$ cat config.mk
export PLATFORM = sky130hd
export DESIGN_NAME = ahb_cpu_burst_master_flat
export DESIGN_NICKNAME = d
export VERILOG_FILES = /design/src/rtl/ahb_cpu_burst_master_if.sv /design/src/rtl/ahb_cpu_burst_master.sv /design/src/flat_wrapper.sv
export SDC_FILE = /design/constraint.sdc
export NUM_CORES = 1
export LEC_CHECK = 0
export BUFFER_PORTS_ARGS = -buffer_cell sky130_fd_sc_hd__buf_4
export CAP_MARGIN = 20
export CORE_ASPECT_RATIO = 1.1
export CORE_MARGIN = 3
export CORE_UTILIZATION = 57
export DETAILED_ROUTE_END_ITERATION = 12
export GPL_TIMING_DRIVEN = 0
export MAX_ROUTING_LAYER = met4
export PLACE_DENSITY = 0.8
export SLEW_MARGIN = 5
export SYNTH_ARGS = -nofsm -noshare
export SYNTH_HDL_FRONTEND = slang
export SYNTH_SLANG_ARGS = --single-unit
$ cat constraint.sdc
create_clock -name HCLK -period 4.7 [get_ports HCLK]
set_input_delay 0.47 -clock HCLK [delete_from_list [all_inputs] [get_ports HCLK]]
set_output_delay 0.47 -clock HCLK [all_outputs]
set_load 0.02 [all_outputs]
$ cat src/rtl/ahb_cpu_burst_master_if.sv
// rtl/ahb_cpu_burst_master_if.sv - AHB master-side bus bundle for ahb_cpu_burst_master
interface ahb_cpu_burst_master_if #(
  parameter int ADDR_W = 32,
  parameter int DATA_W = 32
) ();
  logic              HBUSREQ;
  logic              HLOCK;
  logic [1:0]        HTRANS;
  logic [ADDR_W-1:0] HADDR;
  logic              HWRITE;
  logic [DATA_W-1:0] HWDATA;
  logic              HGRANT;
  logic              HREADY;
  logic [DATA_W-1:0] HRDATA;

  modport master (
    output HBUSREQ, HLOCK, HTRANS, HADDR, HWRITE, HWDATA,
    input  HGRANT, HREADY, HRDATA
  );

  modport slave (
    input  HBUSREQ, HLOCK, HTRANS, HADDR, HWRITE, HWDATA,
    output HGRANT, HREADY, HRDATA
  );
endinterface

$ cat src/rtl/ahb_cpu_burst_master.sv
// rtl/ahb_cpu_burst_master.sv - CPU data port to AHB master with one-line read buffer filled by locked INCR bursts
// Optional one-entry posted write buffer: define AHB_BURST_POSTED_WRITE_EN.
module ahb_cpu_burst_master #(
  parameter int         ADDR_W    = 32,
  parameter int         DATA_W    = 32,
  parameter int         BURST_LEN = 4,
  parameter logic [3:0] REGION    = 4'h2
) (
  input  logic                  HCLK,
  input  logic                  HRESET,
  ahb_cpu_burst_master_if.master bus,
  input  logic                  DM_enable,
  input  logic                  DM_write,
  input  logic [ADDR_W-1:0]     DM_address,
  input  logic [DATA_W-1:0]     DM_in,
  input  logic                  stall,
  output logic [DATA_W-1:0]     DM_out,
  output logic                  ready
);
  localparam int BYTES    = DATA_W / 8;
  localparam int WORD_OFF = $clog2(BYTES);
  localparam int OFF_W    = $clog2(BURST_LEN * BYTES);
  localparam int IDX_W    = (BURST_LEN > 1) ? $clog2(BURST_LEN) : 1;
  localparam int LA_W     = ADDR_W - 4;
  localparam int TAG_W    = LA_W - OFF_W;

  localparam logic [1:0] T_IDLE   = 2'd0;
  localparam logic [1:0] T_NONSEQ = 2'd2;
  localparam logic [1:0] T_SEQ    = 2'd3;

  typedef enum logic [2:0] {
    S_IDLE, S_REQ, S_WADDR, S_WDATA, S_RADDR, S_RBURST, S_RLAST, S_DONE
  } state_t;

  state_t            state, next_state;
  logic [LA_W-1:0]   addr_q;
  logic [DATA_W-1:0] wdata_q;
  logic              write_q;
  logic              valid_q;
  logic [TAG_W-1:0]  tag_q;
  logic [IDX_W-1:0]  cnt;
  logic [DATA_W-1:0] dout_q;
  logic [DATA_W-1:0] line_buf [BURST_LEN];

  logic [TAG_W-1:0]  dm_tag, req_tag;
  logic [IDX_W-1:0]  dm_idx, req_idx, beat;
  logic              hit, req_hit;
  logic [LA_W-1:0]   line_base, beat_addr;
  logic [DATA_W-1:0] fill_word;
  logic              unused_top;

  assign unused_top = ^DM_address[ADDR_W-1:LA_W];

  assign dm_tag    = DM_address[LA_W-1:OFF_W];
  assign dm_idx    = IDX_W'(DM_address[OFF_W-1:0] >> WORD_OFF);
  assign hit       = valid_q && (tag_q == dm_tag);
  assign req_tag   = addr_q[LA_W-1:OFF_W];
  assign req_idx   = IDX_W'(addr_q[OFF_W-1:0] >> WORD_OFF);
  assign req_hit   = valid_q && (tag_q == req_tag);
  assign line_base = {addr_q[LA_W-1:OFF_W], {OFF_W{1'b0}}};
  // RBURST drives the address of the beat after the one whose data is returning.
  assign beat      = (state == S_RBURST) ? cnt + IDX_W'(1) : '0;
  assign beat_addr = line_base + (LA_W'(beat) << WORD_OFF);
  // The final beat arrives on HRDATA in RLAST and is not yet in the buffer.
  assign fill_word = (req_idx == cnt) ? bus.HRDATA : line_buf[req_idx];

  always_ff @(posedge HCLK) begin
    if (HRESET) state <= S_IDLE;
    else        state <= next_state;
  end

  always_comb begin
    next_state = state;
    case (state)
      S_IDLE:   if (DM_enable && (DM_write || !hit)) next_state = S_REQ;
      S_REQ:    if (bus.HGRANT && bus.HREADY) next_state = write_q ? S_WADDR : S_RADDR;
      S_WADDR:  if (bus.HREADY) next_state = S_WDATA;
`ifdef AHB_BURST_POSTED_WRITE_EN
      S_WDATA:  if (bus.HREADY) next_state = S_IDLE;
`else
      S_WDATA:  if (bus.HREADY) next_state = stall ? S_DONE : S_IDLE;
`endif
      S_RADDR:  if (bus.HREADY) next_state = (BURST_LEN == 1) ? S_RLAST : S_RBURST;
      S_RBURST: if (bus.HREADY && cnt == IDX_W'(BURST_LEN - 2)) next_state = S_RLAST;
      S_RLAST:  if (bus.HREADY) next_state = stall ? S_DONE : S_IDLE;
      S_DONE:   if (!stall) next_state = S_IDLE;
      default:  next_state = S_IDLE;
    endcase
  end

  always_comb begin
    bus.HBUSREQ = 1'b0;
    bus.HLOCK   = 1'b0;
    bus.HTRANS  = T_IDLE;
    bus.HADDR   = '0;
    bus.HWRITE  = 1'b0;
    bus.HWDATA  = '0;
    ready       = 1'b0;
    DM_out      = dout_q;
    if (HRESET) begin
      ready = 1'b1;
    end else begin
      case (state)
        S_IDLE: begin
          if (!DM_enable) begin
            ready = 1'b1;
          end else if (!DM_write && hit) begin
            ready  = 1'b1;
            DM_out = line_buf[dm_idx];
          end else begin
            bus.HBUSREQ = 1'b1;
            bus.HLOCK   = ~DM_write;
`ifdef AHB_BURST_POSTED_WRITE_EN
            ready       = DM_write;
`endif
          end
        end
        S_REQ: begin
          bus.HBUSREQ = 1'b1;
          bus.HLOCK   = ~write_q;
`ifdef AHB_BURST_POSTED_WRITE_EN
          ready       = !DM_enable;
`endif
        end
        S_WADDR: begin
          bus.HBUSREQ = 1'b1;
          bus.HTRANS  = T_NONSEQ;
          bus.HWRITE  = 1'b1;
          bus.HADDR   = {REGION, addr_q};
`ifdef AHB_BURST_POSTED_WRITE_EN
          ready       = !DM_enable;
`endif
        end
        S_WDATA: begin
          bus.HWDATA = wdata_q;
`ifdef AHB_BURST_POSTED_WRITE_EN
          ready      = !DM_enable;
`else
          ready      = bus.HREADY;
`endif
        end
        S_RADDR: begin
          bus.HBUSREQ = 1'b1;
          bus.HLOCK   = 1'b1;
          bus.HTRANS  = T_NONSEQ;
          bus.HADDR   = {REGION, line_base};
        end
        S_RBURST: begin
          bus.HLOCK  = 1'b1;
          bus.HTRANS = T_SEQ;
          bus.HADDR  = {REGION, beat_addr};
        end
        S_RLAST: begin
          if (bus.HREADY) begin
            ready  = 1'b1;
            DM_out = fill_word;
          end
        end
        S_DONE: ready = 1'b1;
        default: ready = 1'b1;
      endcase
    end
  end

  always_ff @(posedge HCLK) begin
    if (HRESET) begin
      addr_q  <= '0;
      wdata_q <= '0;
      write_q <= 1'b0;
      valid_q <= 1'b0;
      tag_q   <= '0;
      cnt     <= '0;
      dout_q  <= '0;
    end else begin
      case (state)
        S_IDLE: begin
          if (DM_enable) begin
            addr_q  <= DM_address[LA_W-1:0];
            wdata_q <= DM_in;
            write_q <= DM_write;
            if (!DM_write && hit) dout_q <= line_buf[dm_idx];
          end
        end
        S_RADDR:  cnt <= '0;
        S_RBURST: if (bus.HREADY) cnt <= cnt + IDX_W'(1);
        S_RLAST: begin
          if (bus.HREADY) begin
            valid_q <= 1'b1;
            tag_q   <= req_tag;
            dout_q  <= fill_word;
          end
        end
        default: ;
      endcase
    end
  end

  always_ff @(posedge HCLK) begin
    if (!HRESET) begin
      if ((state == S_RBURST || state == S_RLAST) && bus.HREADY)
        line_buf[cnt] <= bus.HRDATA;
      else if (state == S_WDATA && bus.HREADY && req_hit)
        line_buf[req_idx] <= wdata_q;
    end
  end
endmodule

$ cat src/flat_wrapper.sv
// flat-port wrapper written by rule: the top's interface ports become plain ports
module ahb_cpu_burst_master_flat 
#(
  parameter int         ADDR_W    = 32,
  parameter int         DATA_W    = 32,
  parameter int         BURST_LEN = 4,
  parameter logic [3:0] REGION    = 4'h2
)
  (HCLK, HRESET, DM_enable, DM_write, DM_address, DM_in, stall, DM_out, ready, bus_HBUSREQ, bus_HLOCK, bus_HTRANS, bus_HADDR, bus_HWRITE, bus_HWDATA, bus_HGRANT, bus_HREADY, bus_HRDATA);
  ahb_cpu_burst_master_if #(.ADDR_W(ADDR_W), .DATA_W(DATA_W)) bus_i ();
  input  logic HCLK;
  input  logic HRESET;
  input  logic DM_enable;
  input  logic DM_write;
  input  logic [ADDR_W-1:0] DM_address;
  input  logic [DATA_W-1:0] DM_in;
  input  logic stall;
  output logic [DATA_W-1:0] DM_out;
  output logic ready;
  output wire logic [$bits(bus_i.HBUSREQ)-1:0] bus_HBUSREQ;
  output wire logic [$bits(bus_i.HLOCK)-1:0] bus_HLOCK;
  output wire logic [$bits(bus_i.HTRANS)-1:0] bus_HTRANS;
  output wire logic [$bits(bus_i.HADDR)-1:0] bus_HADDR;
  output wire logic [$bits(bus_i.HWRITE)-1:0] bus_HWRITE;
  output wire logic [$bits(bus_i.HWDATA)-1:0] bus_HWDATA;
  input wire logic [$bits(bus_i.HGRANT)-1:0] bus_HGRANT;
  input wire logic [$bits(bus_i.HREADY)-1:0] bus_HREADY;
  input wire logic [$bits(bus_i.HRDATA)-1:0] bus_HRDATA;
  assign bus_HBUSREQ = bus_i.HBUSREQ;
  assign bus_HLOCK = bus_i.HLOCK;
  assign bus_HTRANS = bus_i.HTRANS;
  assign bus_HADDR = bus_i.HADDR;
  assign bus_HWRITE = bus_i.HWRITE;
  assign bus_HWDATA = bus_i.HWDATA;
  assign bus_i.HGRANT = bus_HGRANT;
  assign bus_i.HREADY = bus_HREADY;
  assign bus_i.HRDATA = bus_HRDATA;
  ahb_cpu_burst_master #(.ADDR_W(ADDR_W), .DATA_W(DATA_W), .BURST_LEN(BURST_LEN), .REGION(REGION)) u_core (.HCLK(HCLK), .HRESET(HRESET), .bus(bus_i), .DM_enable(DM_enable), .DM_write(DM_write), .DM_address(DM_address), .DM_in(DM_in), .stall(stall), .DM_out(DM_out), .ready(ready));
endmodule
==> impl_results.rst, run 1 <==
.. list-table::
   :header-rows: 1

   * - Metric
     - Value
   * - RSZ-0062 raised after global routing
     - false
   * - Commonest register cell after synthesis
     - edfxtp_1
   * - 1st-pass router iterations
     - 6
   * - Netlist Area Pre-Place
     - 12100 µm²
   * - Power density relative to cell area
     - 400 nW/µm²
   * - Distinct cell type count after synthesis
     - 39
   * - Diode insertion count for antenna repair
     - 0
   * - Outcome
     - finished, final reports clean
   * - Net total in the final layout
     - 1412
   * - Worst hold-check slack
     - 188 ps
   * - CTS tree
     - yes
   * - Hold crit path type
     - input port to flip-flop
   * - Total GRT Usage
     - 29.5%
   * - Uppermost routed layer
     - met4
   * - Worst-case setup slack after placement
     - 1250 ps
   * - Count of endpoints failing setup in the final report
     - 0
   * - Count of flip-flops with a built-in enable after synthesis
     - 128
   * - Number of synthesized register bits
     - 253
   * - Post-synthesis average cell area
     - 11.2 µm²
   * - Required time of the worst setup path
     - 4230 ps
   * - Post-synthesis instance total
     - 1081
   * - Vias per cell
     - 6.09
   * - Peak VDD IR
     - 0.000310 V
   * - Final critical path time including I/O delays and setup
     - 3520 ps
   * - Share of post-route cells with drive strength above 1
     - 27.8%
   * - Worst Max-Slew Pin Slew
     - 975 ps
   * - Vertical die dimension
     - 159 µm
   * - Routability Congestion
     - 0.930
   * - Clock latency at the later pin of the worst-skew pair
     - 530 ps
   * - Resize count post-CTS
     - 0
   * - Clock Power Share
     - 35.5%
   * - Period utilization
     - 74.9%
   * - Part of the power in registers
     - 42.6%
   * - Static Leak
     - 5.59 nW
   * - Met1 wire length
     - 12600 µm
   * - Net switching power
     - 1.79 mW
   * - Area growth syn-to-layout
     - 23.2%
   * - Number of nets with antenna violations after routing
     - 0
   * - Max Fclk
     - 0.284 GHz
   * - Longest Clk Path Bufs
     - 3
   * - Wire length of the first global-routing pass
     - 52900 µm
   * - Total count of max-transition violations in the final report
     - 0
   * - Vias after detailed routing
     - 9818
   * - Relative max-transition margin
     - 35.0%
   * - Maximum number of pins on one net before global-route repair
     - 23
   * - Maxcap violations
     - 0
   * - Initial antenna violation count
     - 0
   * - Standard-cell rows
     - 55
   * - Post-layout worst setup margin
     - 1180 ps
   * - Worst-case register-to-register setup slack
     - 1310 ps
   * - Startpoint type of the worst setup path
     - flip-flop
   * - Number of hold-slack violations in the final timing report
     - 0
   * - HPWL after detailed placement
     - 23100 µm
   * - Drt drc
     - 0
   * - Worst Setup End Kind
     - output port
   * - Setup CP Type
     - flip-flop to output port
   * - Fraction of registers with async set or reset after synthesis
     - 0%
   * - Buffers inserted by post-CTS timing repair
     - 0
   * - Clock Sink Count
     - 253
   * - Vias in the first global route
     - 9969
   * - IO Count
     - 205
   * - Met3 layer wire length in the routed design
     - 2810 µm
   * - Clock H-tree levels
     - 1
   * - Hold-fix buffers, CTS
     - 0
   * - Sum of met2 wire segment lengths after detailed routing
     - 17400 µm
   * - Comb power frac
     - 21.8%
   * - Cell Count, Final, Fillers Out
     - 1613
   * - Clock slew at the register clock pins of the worst setup and hold paths
     - 70 ps
   * - Worst setup skew after layout
     - 9.15 ps
   * - Clk Tree Root Cell
     - clkbuf_16
   * - Overall die area
     - 23100 µm²
   * - Count of port buffers added during placement
     - 193
   * - Arrival @ worst endpoint
     - 3050 ps
   * - Int Pwr
     - 4.20 mW
   * - Die extent in x
     - 145 µm
   * - Total placed cells including tap cells
     - 1565
   * - Total global routing overflow
     - 0
   * - Initial Util
     - 58.4%
   * - Yosys warnings
     - 0
   * - Routed wire length
     - 34100 µm
   * - Detailed router's first-iteration violation count
     - 1106
   * - Num CTS Buffers
     - 26
   * - Standard cell core area
     - 20800 µm²
   * - Sequential cell area fraction in the yosys report
     - 52.3%
   * - Switching share of power
     - 29.8%
   * - Final routed wire length divided by cell count
     - 21.1 µm
   * - Maximum net fanout on the critical path
     - 10
cell usage in the layout, fill, tap and decap left out, types with 4 or more instances in the layout:
cell,n
nor4_1,8
clkinv_1,5
edfxtp_1,128
a21oi_1,124
inv_1,7
and2_1,61
mux4_2,64
dfxtp_1,125
buf_1,6
buf_2,12
buf_4,205
a221o_1,64
nand3_1,4
xor2_1,27
buf_12,4
o21ai_0,8
clkbuf_1,59
bufinv_16,4
nand4_1,6
xnor2_1,24
clkinvlp_4,4
nand2_1,250
nor3_1,10
nor2_1,23
mux2_2,32
clkbuf_16,27
final timing paths:
| check | start | cells after the start | end |
|---|---|---|---|
| max | u_core.tag_q[10]$_SDFFE_PP0P_ | 8 | DM_out[14] |
| min | DM_in[7] | 3 | u_core.wdata_q[7]$_SDFFE_PP0P_ |
| max reg2reg | u_core.state[0]$_SDFFE_PP0P_ | 9 | u_core.line_buf[2][3]$_DFFE_PP_ |
| min reg2reg | u_core.addr_q[1]$_SDFFE_PP0P_ | 2 | u_core.addr_q[1]$_SDFFE_PP0P_ |
routing by layer:
metal  GRT usage (%)  up-vias
li1                -     4409
met1            35.4     4769
met2            50.6      535
met3            4.98      105
met4            10.8        0
met5               -        -
registers in the layout, indices dropped and copies added, names as in the netlist, named ones only:
register,cells
u_core.dout_q,32
u_core.cnt,2
u_core.valid_q,1
u_core.wdata_q,32
u_core.addr_q,28
u_core.line_buf,128
u_core.state,3
u_core.tag_q,24
u_core.write_q,1
worst max-delay path, cell delays in order (launching register included):
cell	delay (ps)
dfxtp_1	340
xor2_1	150
nor4_1	460
nand3_1	320
nor4_4	310
buf_2	290
buf_4	250
a221o_1	230
buf_4	170
synthesized netlist by cell type, types with 2 or more instances:
master,n,area share (%)
nand3_1,4,0.16
nor3_2,2,0.16
a211o_1,2,0.14
and2_1,61,3.1
nor3_1,10,0.41
nand2_1,250,7.7
inv_1,7,0.22
clkbuf_1,54,1.7
nand2b_1,2,0.10
o31ai_1,2,0.12
edfxtp_1,128,32
dfxtp_1,125,21
buf_2,12,0.49
a31oi_1,2,0.10
o21ai_0,8,0.33
mux2_2,32,3.0
nor4_1,8,0.41
a221o_1,64,5.3
buf_4,12,0.74
o21ai_1,2,0.082
nor4_4,2,0.35
or3_1,3,0.15
nor2_1,23,0.71
nand4_1,6,0.31
mux4_2,64,12
buf_6,3,0.28
o22ai_1,3,0.15
a21oi_1,124,5.1
xor2_1,27,1.9
a221oi_1,2,0.14
xnor2_1,24,1.7
buf_1,6,0.19
layout make-up:
cell class | instances | area [µm²]
clock buffers | 32 | 694
well taps | 285 | 357
multi-input cells | 736 | 5420
fillers | 1527 | 5820
inverters | 7 | 26.3
repair buffers | 197 | 1530
clock inverters | 16 | 184
plain buffers | 87 | 409
flip-flops and latches | 253 | 6350
power groups by stage:
stage | Combinational, mW | Sequential (mW) | Clock [mW]
final | 1.31 | 2.55 | 2.13
after detailed placement | 1.28 | 2.60 | 0
after global placement | 1.25 | 2.59 | 0
after global routing | 1.42 | 2.57 | 2.23
after floorplan | 0.879 | 2.56 | 0
after CTS | 1.30 | 2.55 | 2.14
stage by stage:
step | setup TNS, ps | area [µm²] | total power [mW] | util (%)
finish | 0 | 15000 | 5.99 | 72.0
global route | 0 | 15000 | 6.22 | 72.0
CTS | 0 | 15000 | 5.98 | 72.0
detailed placement | 0 | 14100 | 3.87 | 67.8
global placement | -77380 | 14000 | 3.84 | 67.1
floorplan | 0 | 12100 | 3.44 | -
kinds of logic (layout without fill, tap and decap cells):
logic type | Yosys count | after routing | synth area share (%)
other | 1 | 3 | 0.0309
DFF | 253 | 253 | 52.3
buffers and inverters | 94 | 339 | 3.59
and+or+nand+nor | 373 | 373 | 13.8
muxes | 96 | 96 | 14.8
adders and majority gates | 1 | 1 | 0.103
AOI/OAI and AO/OA | 212 | 212 | 11.7
xor gates and xnor gates | 51 | 51 | 3.68
Power figures use the tool's default switching activity.
==> inputs of run 2 (changes only) <==
- CORE_UTILIZATION: 57 -> 51
- PLACE_DENSITY: 0.8 -> 0.75
- clock period: 4.7 -> 3.2 ns (I/O delays scaled with it)
==> run 2 against run 1 <==
Net effect: the run now ends with negative setup slack left; worst setup slack got worse by 1200 ps; first-iteration DRC count decreased by 28%; combinational power increased by 48%; sequential power increased by 47%; critical path type unchanged; largest power group unchanged.
==> impl_results.rst, run 2 (same netlist as run 1, synthesis figures left out) <==
.. list-table::
   :header-rows: 1

   * - Metric
     - Value
   * - Startpoint type of the worst setup path
     - flip-flop
   * - Net total in the final layout
     - 1424
   * - Hold crit path type
     - input port to flip-flop
   * - HPWL after detailed placement
     - 23200 µm
   * - Cell type of the slowest stage on the worst timing path
     - or4_4
   * - Most used cells in the layout excluding fill and tap cells
     - nand2_1 (250), buf_4 (211), edfxtp_1 (128)
   * - Clock H-tree levels
     - 1
   * - Relative max-transition margin
     - 30.7%
   * - Peak VDD IR
     - 0.000451 V
   * - Part of the power in registers
     - 41.5%
   * - Wire length of the first global-routing pass
     - 52300 µm
   * - Total power of the final layout
     - 9.04 mW
   * - Cell area after placement
     - 14100 µm²
   * - Share of post-route cells with drive strength above 1
     - 29.9%
   * - Failing checks
     - negative setup slack
   * - Net switching power
     - 2.64 mW
   * - Maximum number of pins on one net before global-route repair
     - 23
   * - Total global routing overflow
     - 0
   * - Initial Util
     - 52.4%
   * - Reg with most FFs
     - u_core.line_buf
   * - Number of hold-slack violations in the final timing report
     - 0
   * - Maxcap violations
     - 0
   * - Clock Sink Count
     - 253
   * - Count of endpoints failing setup in the final report
     - 30
   * - Vias after detailed routing
     - 9666
   * - Most common cell after layout, fill and taps aside
     - nand2_1
   * - Switching share of power
     - 29.2%
   * - IO Count
     - 205
   * - Clk Tree Root Cell
     - clkbuf_16
   * - Initial antenna violation count
     - 0
   * - Area growth syn-to-layout
     - 25.6%
   * - Cell Count, Final, Fillers Out
     - 1640
   * - Diode insertion count for antenna repair
     - 0
   * - Outcome
     - finished with violations
   * - Vias in the first global route
     - 9744
   * - CP cell instances
     - xnor2_2 -> nand4_1 -> or4_4 -> nor4_4 -> nor2_4 -> buf_6 -> a221o_1 -> buf_4
   * - Longest Clk Path Bufs
     - 3
   * - Final critical path time including I/O delays and setup
     - 3250 ps
   * - Comb power frac
     - 21.5%
   * - CTS tree
     - yes
   * - Max FFs per register
     - 128
   * - Post-layout worst setup margin
     - -53.3 ps
   * - Final routed wire length divided by cell count
     - 20.8 µm
   * - Worst Setup End Kind
     - output port
   * - Clock Power Share
     - 37.0%
   * - Total placed cells including tap cells
     - 1580
   * - Total GRT Usage
     - 26.3%
   * - Int Pwr
     - 6.40 mW
   * - Max Fclk
     - 0.307 GHz
   * - Post-route standard cell area excluding fillers
     - 15300 µm²
   * - Required time of the worst setup path
     - 2880 ps
   * - Total count of max-transition violations in the final report
     - 0
   * - Routability Congestion
     - 0.906
   * - Overall die area
     - 25700 µm²
   * - Static Leak
     - 5.74 nW
   * - Largest stage delay on the critical path
     - 590 ps
   * - Routed wire length
     - 34100 µm
   * - Vertical die dimension
     - 168 µm
   * - Maximum net fanout on the critical path
     - 8
   * - 1st-pass router iterations
     - 6
   * - Count of port buffers added during placement
     - 193
   * - Worst setup skew after layout
     - 26.4 ps
   * - Standard cell core area
     - 23100 µm²
   * - Arrival @ worst endpoint
     - 2930 ps
   * - Standard-cell rows
     - 58
   * - Post-route core utilization
     - 65.9%
   * - Largest registers
     - u_core.line_buf x128, u_core.dout_q x32, u_core.wdata_q x32
   * - Worst hold-check slack
     - 17.9 ps
   * - Power density relative to cell area
     - 593 nW/µm²
   * - Number of nets with antenna violations after routing
     - 0
   * - Drt drc
     - 0
   * - Detailed router's first-iteration violation count
     - 798
   * - RSZ-0062 raised after global routing
     - true
   * - Period utilization
     - 102%
   * - Die extent in x
     - 153 µm
   * - Worst Max-Slew Pin Slew
     - 1030 ps
   * - Clock slew at the register clock pins of the worst setup and hold paths
     - 60 ps
   * - Worst-case register-to-register setup slack
     - 250 ps
   * - Num CTS Buffers
     - 27
   * - Hold-fix buffers, CTS
     - 0
   * - Vias per cell
     - 5.89
   * - Clock latency at the later pin of the worst-skew pair
     - 550 ps
   * - Setup CP Type
     - flip-flop to output port
   * - Filler cell count in the final layout
     - 1819
-- run 2: cell count changes in the layout (fill, tap and decap cells not counted), sizes merged --
cell,before,now
buf,230,241
clkbuf,86,91
inv,7,8
clkinvlp,4,3
bufinv,4,5
clkinv,8,3
-- run 2: path summary, 6_finish.rpt --
kind | from | endpoint | depth (start not counted)
worst max-delay path | u_core.tag_q[17]$_SDFFE_PP0P_ | DM_out[13] | 8
worst min register to register | u_core.wdata_q[4]$_SDFFE_PP0P_ | u_core.wdata_q[4]$_SDFFE_PP0P_ | 2
worst min-delay path | DM_in[11] | u_core.wdata_q[11]$_SDFFE_PP0P_ | 3
worst max register to register | u_core.state[0]$_SDFFE_PP0P_ | u_core.line_buf[1][6]$_DFFE_PP_ | 9
-- run 2: timing repair --
action	in CTS	in global routing
setup buffers	6	2
cloned	0	3
endpoints found under the setup margin	132	94
resized for setup	14	20
pin swaps	17	4
-- run 2: critical path: cells and delay by family (launching register included) --
family / cells / cell delay (ps)
AND/OR/NAND/NOR: 4 / 1180
AO/OA/AOI/OAI: 1 / 360
flip-flops: 1 / 350
buffers and inverters: 2 / 350
XOR/XNOR: 1 / 170
-- run 2: power by group through the flow --
stage	clock (mW)	combinational (mW)	sequential, mW
after floorplan	0	1.29	3.76
after global placement	0	1.84	3.81
after detailed placement	0	1.89	3.82
after CTS	3.38	1.92	3.75
after global routing	3.51	2.13	3.77
final	3.35	1.94	3.75
-- run 2: layout make-up --
cell class	count	area [µm²]	area share, %
clock inverter	12	196	1.29
buffer	87	419	2.75
sequential	253	6350	41.7
timing repair buffer	208	1650	10.8
clock buffer	37	767	5.03
tap	300	375	2.46
inverter	7	26.3	0.172
multi-input combinational	736	5460	35.8
-- run 2: per-layer routing --
layer  wire length (µm)  track usage [%]  share of wire [%]
met1              12800             32.2                 38
met2              17400             44.8                 51
met3               2770             4.16                8.1
met4               1120             9.18                3.3
met5                  0                -                  0
-- run 2: per-stage QoR --
stage                     setup slack, ps  setup TNS [ps]
after floorplan                      -314          -36790
after global placement              -2070         -258640
after detailed placement             -231          -15100
after CTS                           -34.9           -49.3
after global routing                 -126           -3120
final                               -53.3            -672
